$ cat src/rtl/instr_fetch_queue_pkg.sv
// Shared types for the instruction fetch front-end (FETCHQ_BYPASS_EN selects
// the empty-queue bypass in instr_fetch_queue).
package instr_fetch_queue_pkg;

  localparam int FQ_PC_W  = 9;
  localparam int FQ_INS_W = 32;
  localparam int FQ_DEPTH = 4;

  typedef enum logic {
    IDLE = 1'b0,
    RUN  = 1'b1
  } FetchState;

  typedef struct packed {
    logic [FQ_PC_W-1:0]  PC;
    logic [FQ_INS_W-1:0] Instr;
  } FetchEntry;

endpackage

$ cat src/rtl/instr_fetch_queue_fifo.sv
// FetchFifo: prefetch storage with head/tail pointers and occupancy count.
// Async clear on rst, synchronous flush on redirect.
module FetchFifo
  import instr_fetch_queue_pkg::*;
#(
  parameter int DEPTH = FQ_DEPTH,
  parameter int W     = FQ_PC_W + FQ_INS_W
) (
  input  logic                     clk,
  input  logic                     rst,
  input  logic                     flush,
  input  logic                     push,
  input  logic [W-1:0]             push_data,
  input  logic                     pop,
  output logic [W-1:0]             head_data,
  output logic [$clog2(DEPTH):0]   count
);

  localparam int AW = $clog2(DEPTH);
  localparam int CW = AW + 1;

  logic [W-1:0]  mem_q [DEPTH];
  logic [W-1:0]  mem_d [DEPTH];
  logic [AW-1:0] head_q, head_d, tail_q, tail_d;
  logic [CW-1:0] count_q, count_d;

  always_comb begin
    mem_d   = mem_q;
    head_d  = head_q;
    tail_d  = tail_q;
    count_d = count_q;
    if (flush) begin
      head_d  = '0;
      tail_d  = '0;
      count_d = '0;
    end else begin
      if (push) begin
        mem_d[tail_q] = push_data;
        tail_d        = tail_q + AW'(1);
      end
      if (pop) head_d = head_q + AW'(1);
      count_d = count_q + CW'(push) - CW'(pop);
    end
  end

  always_ff @(posedge clk or posedge rst) begin
    if (rst) begin
      for (int i = 0; i < DEPTH; i++) mem_q[i] <= '0;
      head_q  <= '0;
      tail_q  <= '0;
      count_q <= '0;
    end else begin
      mem_q   <= mem_d;
      head_q  <= head_d;
      tail_q  <= tail_d;
      count_q <= count_d;
    end
  end

  assign head_data = mem_q[head_q];
  assign count     = count_q;

endmodule

$ cat src/rtl/instr_fetch_queue.sv
// Fetch front-end: PC sequencing, credit-based imem requests and redirect
// flush in front of FetchFifo. `FETCHQ_BYPASS_EN adds the empty-queue bypass.
module instr_fetch_queue
  import instr_fetch_queue_pkg::*;
#(
  parameter int PC_W  = FQ_PC_W,
  parameter int INS_W = FQ_INS_W,
  parameter int DEPTH = FQ_DEPTH
) (
  input  logic                   clk,
  input  logic                   rst,
  input  logic                   Redirect,
  input  logic [PC_W-1:0]        RedirectPC,
  input  logic                   Stall,
  output logic                   IMemReq,
  output logic [PC_W-1:0]        IMemAddr,
  input  logic [INS_W-1:0]       IMemData,
  output logic                   InstrValid,
  output logic [INS_W-1:0]       InstrOut,
  output logic [PC_W-1:0]        InstrPC,
  output logic [$clog2(DEPTH):0] QCount
);

  localparam int CW = $clog2(DEPTH) + 1;

  typedef struct packed {
    logic [PC_W-1:0]  PC;
    logic [INS_W-1:0] Instr;
  } entry_t;

  FetchState       state_q;
  logic [PC_W-1:0] fetch_pc_q, fetch_pc_d;
  logic [PC_W-1:0] infl_pc_q, infl_pc_d;
  logic            infl_q, infl_d;
  logic            req, push_rsp, fifo_push, fifo_pop, fifo_vld;
  entry_t          rsp, head;
  logic [CW-1:0]   count;
  logic            unused_rpc_lsb;

  assign unused_rpc_lsb = ^RedirectPC[1:0];

  always_ff @(posedge clk or posedge rst) begin
    if (rst)                 state_q <= IDLE;
    else if (state_q == IDLE) state_q <= RUN;
  end

  // One credit per free entry, counting the response still in flight.
  always_comb begin
    req        = (state_q == RUN) && !Redirect && ((count + CW'(infl_q)) < CW'(DEPTH));
    fetch_pc_d = fetch_pc_q;
    infl_d     = 1'b0;
    infl_pc_d  = infl_pc_q;
    if (Redirect) begin
      fetch_pc_d = {RedirectPC[PC_W-1:2], 2'b00};
    end else if (req) begin
      fetch_pc_d = fetch_pc_q + PC_W'(4);
      infl_d     = 1'b1;
      infl_pc_d  = fetch_pc_q;
    end
  end

  always_ff @(posedge clk or posedge rst) begin
    if (rst) begin
      fetch_pc_q <= '0;
      infl_q     <= 1'b0;
      infl_pc_q  <= '0;
    end else begin
      fetch_pc_q <= fetch_pc_d;
      infl_q     <= infl_d;
      infl_pc_q  <= infl_pc_d;
    end
  end

  assign rsp      = '{PC: infl_pc_q, Instr: IMemData};
  assign push_rsp = infl_q && !Redirect;
  assign fifo_vld = (count != '0);
  assign fifo_pop = fifo_vld && !Stall && !Redirect;

`ifdef FETCHQ_BYPASS_EN
  logic byp;
  // An arriving response with an empty queue goes straight to decode.
  always_comb begin
    byp        = push_rsp && !fifo_vld;
    fifo_push  = push_rsp && !(byp && !Stall);
    InstrValid = fifo_vld || byp;
    InstrOut   = byp ? rsp.Instr : head.Instr;
    InstrPC    = byp ? rsp.PC    : head.PC;
  end
`else
  always_comb begin
    fifo_push  = push_rsp;
    InstrValid = fifo_vld;
    InstrOut   = head.Instr;
    InstrPC    = head.PC;
  end
`endif

  FetchFifo #(.DEPTH(DEPTH), .W(PC_W + INS_W)) u_fifo (
    .clk       (clk),
    .rst       (rst),
    .flush     (Redirect),
    .push      (fifo_push),
    .push_data (rsp),
    .pop       (fifo_pop),
    .head_data (head),
    .count     (count)
  );

  assign IMemReq  = req;
  assign IMemAddr = fetch_pc_q;
  assign QCount   = count;

endmodule

$ cat config.mk
export PLATFORM = sky130hd
export DESIGN_NAME = instr_fetch_queue
export DESIGN_NICKNAME = d
export VERILOG_FILES = /design/src/rtl/instr_fetch_queue_pkg.sv /design/src/rtl/instr_fetch_queue_fifo.sv /design/src/rtl/instr_fetch_queue.sv
export SDC_FILE = /design/constraint.sdc
export NUM_CORES = 1
export LEC_CHECK = 0
export ABC_CLOCK_PERIOD_IN_PS = 5300
export CAP_MARGIN = 5
export CORE_MARGIN = 1
export CORE_UTILIZATION = 51
export CTS_CLUSTER_SIZE = 24
export DETAILED_ROUTE_END_ITERATION = 10
export GPL_TIMING_DRIVEN = 0
export PLACE_DENSITY = 0.86
export SETUP_SLACK_MARGIN = 0.15
export SYNTH_ARGS = -nofsm -noshare
export SYNTH_HDL_FRONTEND = slang
export SYNTH_HIERARCHICAL = 1
export SYNTH_SLANG_ARGS = --single-unit
$ cat constraint.sdc
create_clock -name clk -period 5.3 [get_ports clk]
set_input_delay 1.06 -clock clk [delete_from_list [all_inputs] [get_ports clk]]
set_output_delay 1.06 -clock clk [all_outputs]
set_load 0.01 [all_outputs]
==> metrics.yaml <==
status: "finished clean"
grt_busiest_layer: "met2"
grt_pass1_vias: 5342
worstMarginPinSlew_ns: 0.664
met3_usage: 0.0429
vias: 4802
grt_setup_unrepaired: "no"
total_length_of_routed_wires_um: 17200
grtUsageMet1: 0.267
netlist_area_sq_um: 8680
number_of_drc_violations_after_detailed_routing: 0
critPathKind: "primary input to output pin"
hold_path_class: "flop to flop"
path_buf_inv: 4
post_synth_inst_count: 510
postRouteAntennaNets: 0
timing.final.crit_share: 0.740
worstSetupStartpointType: "primary input"
post_synth_most_frequent_cells: "sky130_fd_sc_hd__dfrtp_1 (187), sky130_fd_sc_hd__mux2_2 (128), sky130_fd_sc_hd__mux2_4 (41), sky130_fd_sc_hd__mux4_2 (21), sky130_fd_sc_hd__mux4_1 (20)"
cts-hold-fix-buffers: 0
floorplan.die_area_sq_um: 17600
synth_cell_type_count: 41
rows: 47
cts.repair_timing.setup_buffer_count: 0
synth_largest_type_area_fraction: 0.539
routedWlPerCell_um: 19.8
yosysWarningCount: 6
grt_start_max_net_pins: 46
numClockSinks: 187
track_usage: 0.212
post_route_cells_drive_above_1_share: 0.412
synth-seq-cells: 187
dp_hpwl_um: 12100
die_y_um: 132
cp_slowest_stage_delay_ns: 0.63
htree_num_levels: 4
design_power_total_w: 0.00458
synthToLayoutAreaGrowth_pct: 22.3
leading_post_synthesis_cells_by_cell_area: "sky130_fd_sc_hd__dfrtp_1 (54%), sky130_fd_sc_hd__mux2_2 (17%), sky130_fd_sc_hd__mux2_4 (7.1%)"
initialDrtViolationCount: 259
seq_area_sq_um: 4680
synth_sequential_area_ratio: 0.539
vdd.ir_drop.worst_uv: 232
worstPathMaxFanout: 9
cts-root-to-sink-buffers: 2
cts.repair.resized: 0
setup.reg_to_reg.worst_slack_ns: 2.74
finalWeightedCongestion: 0.781
critical_path.top_delay_family: "buffers and inverters"
antenna_violations_before_repair: 0
clock_pin_slew_reported_for_the_worst_setup_and_hold_paths_after_clock_tree_synthesis_ns: 0.06
antenna_diode_count: 0
powerDensity_nw_per_um2: 431
cts_tree: "done"
crit_path_end_kind: "output pin"
path_common_cell: "sky130_fd_sc_hd__clkdlybuf4s50_1"
synth.largest_area_cell: "sky130_fd_sc_hd__dfrtp_1"
top_level_ports: 100
synth_edf_count: 0
final_period_minus_worst_setup_slack_ns: 3.92
worst_ep_required_time_ns: 4.24
worst_clk_skew_ns: 0.00748
numCtsBuffers: 17
dr.pass1.iters: 4
critPathArrivalTime_ns: 2.86
total_leakage_power_nw: 5.14
clock.fmax_ghz: 0.255
cp_cell_sequence: "clkdlybuf4s50_1 > clkinv_1 > nand3_2 > inv_1 > clkdlybuf4s50_1"
yosys.cell_count.top_type: "sky130_fd_sc_hd__dfrtp_1"
grt_overflow_total: 0
final.fill_count: 1154
post_synth.cell_area_avg_sq_um: 17.0
num-nets-final: 690
numPortBuffers: 95
clock-root-buffer: "sky130_fd_sc_hd__clkbuf_16"
vias_per_cell: 5.52
maxCapViolCount: 0
multi_input_comb_area_sq_um: 3670
timing.final.setup_violations: 0
slew_headroom: 0.556
die_x_um: 132
final-max-slew-violation-count: 0
final-hold-violation-count: 0
setup-tns-final_ns: 0
async_flop_share: 1.00
met2_usage: 0.373
core_sq_um: 16600
starting_density_of_the_core: 0.524
first_pass_grt_wire_length_um: 28400
yosys_most_used_dff: "sky130_fd_sc_hd__dfrtp_1"
clock_latency_on_the_worst_skew_pair_ns: 0.42
slowest_stage: "sky130_fd_sc_hd__clkdlybuf4s50_1"
-- placed cells by master (no fill, tap or decap), types with 4 or more instances in the layout --
master,netlist,layout
sky130_fd_sc_hd__buf_12,0,4
sky130_fd_sc_hd__buf_2,5,5
sky130_fd_sc_hd__buf_4,7,7
sky130_fd_sc_hd__buf_6,13,13
sky130_fd_sc_hd__clkbuf_16,0,17
sky130_fd_sc_hd__clkbuf_8,7,7
sky130_fd_sc_hd__clkdlybuf4s50_1,0,95
sky130_fd_sc_hd__clkinv_4,0,7
sky130_fd_sc_hd__conb_1,2,11
sky130_fd_sc_hd__dfrtp_1,187,187
sky130_fd_sc_hd__ha_1,7,7
sky130_fd_sc_hd__inv_1,10,9
sky130_fd_sc_hd__mux2_2,128,128
sky130_fd_sc_hd__mux2_4,41,41
sky130_fd_sc_hd__mux4_1,20,20
sky130_fd_sc_hd__mux4_2,21,21
sky130_fd_sc_hd__nand2_1,5,5
sky130_fd_sc_hd__nand3_1,5,5
sky130_fd_sc_hd__nand3b_4,4,4
sky130_fd_sc_hd__nor2_1,7,7
sky130_fd_sc_hd__or4_1,5,5
-- metrics by stage --
step | worst slack [ns] | instance area (sq um) | hold WS, ns | util | std cells
after floorplan | 2.06 | 8720 | 0.456 | - | 519
after global placement | 0.931 | 9950 | 0.466 | 0.600 | 834
after detailed placement | 1.39 | 10000 | 0.485 | 0.605 | 838
after CTS | 1.38 | 10600 | 0.501 | 0.640 | 870
after global routing | 1.24 | 10600 | 0.511 | 0.640 | 870
final | 1.38 | 10600 | 0.500 | 0.640 | 870
-- power breakdown --
part	leakage (nW)	internal (W)	total (W)	switching, W
clock	0.284	0.000703	0.00125	0.000551
sequential	2.48	0.00170	0.00189	0.000191
combinational	2.38	0.000933	0.00144	0.000503
total	5.14	0.00334	0.00458	0.00125
-- cells by family after synthesis --
family	share of synthesized area
AO/OA/AOI/OAI	0.0109
other	0.000865
adder cells (fa/ha/maj)	0.0124
flip-flops	0.539
AND/OR/NAND/NOR	0.0317
XOR/XNOR	0.00749
buffers and inverters	0.0421
multiplexers	0.356
-- routing by layer --
layer | routed length, um | vias up
met5 | 0 | -
met4 | 139 | 0
met3 | 611 | 11
met2 | 9120 | 97
met1 | 7360 | 2537
li1 | - | 2157
-- layout make-up --
| type | count | area share |
|---|---|---|
| repair buffers | 99 | 0.0971 |
| multi-input cells | 288 | 0.346 |
| well taps | 220 | 0.0259 |
| flip-flops and latches | 187 | 0.441 |
| clock inverters | 15 | 0.0158 |
| clock buffers | 17 | 0.0401 |
| inverters | 11 | 0.00424 |
| plain buffers | 33 | 0.0305 |
-- state kept, by name (all words and copies together) (netlist names) --
name / flops
infl_q: 1
u_fifo/count: 3
IMemAddr: 7
u_fifo/head_q: 2
u_fifo/mem_q: 164
u_fifo/tail_q: 2
state_q: 1
infl_pc_q: 7
-- final timing paths --
check | cells after the start | end | startpoint
max | 5 | IMemReq | Redirect
min | 1 | u_fifo/mem_q[110]$_DFFE_PP0P_ | u_fifo/mem_q[110]$_DFFE_PP0P_
max reg2reg | 9 | u_fifo/count[2]$_DFF_PP0_ | u_fifo/count[2]$_DFF_PP0_
min reg2reg | 1 | u_fifo/mem_q[110]$_DFFE_PP0P_ | u_fifo/mem_q[110]$_DFFE_PP0P_
max in group asynchronous | 5 | u_fifo/mem_q[52]$_DFFE_PP0P_ | rst
min in group asynchronous | 2 | infl_pc_q[2]$_DFFE_PP0P_ | rst
Power figures use the tool's default switching activity.
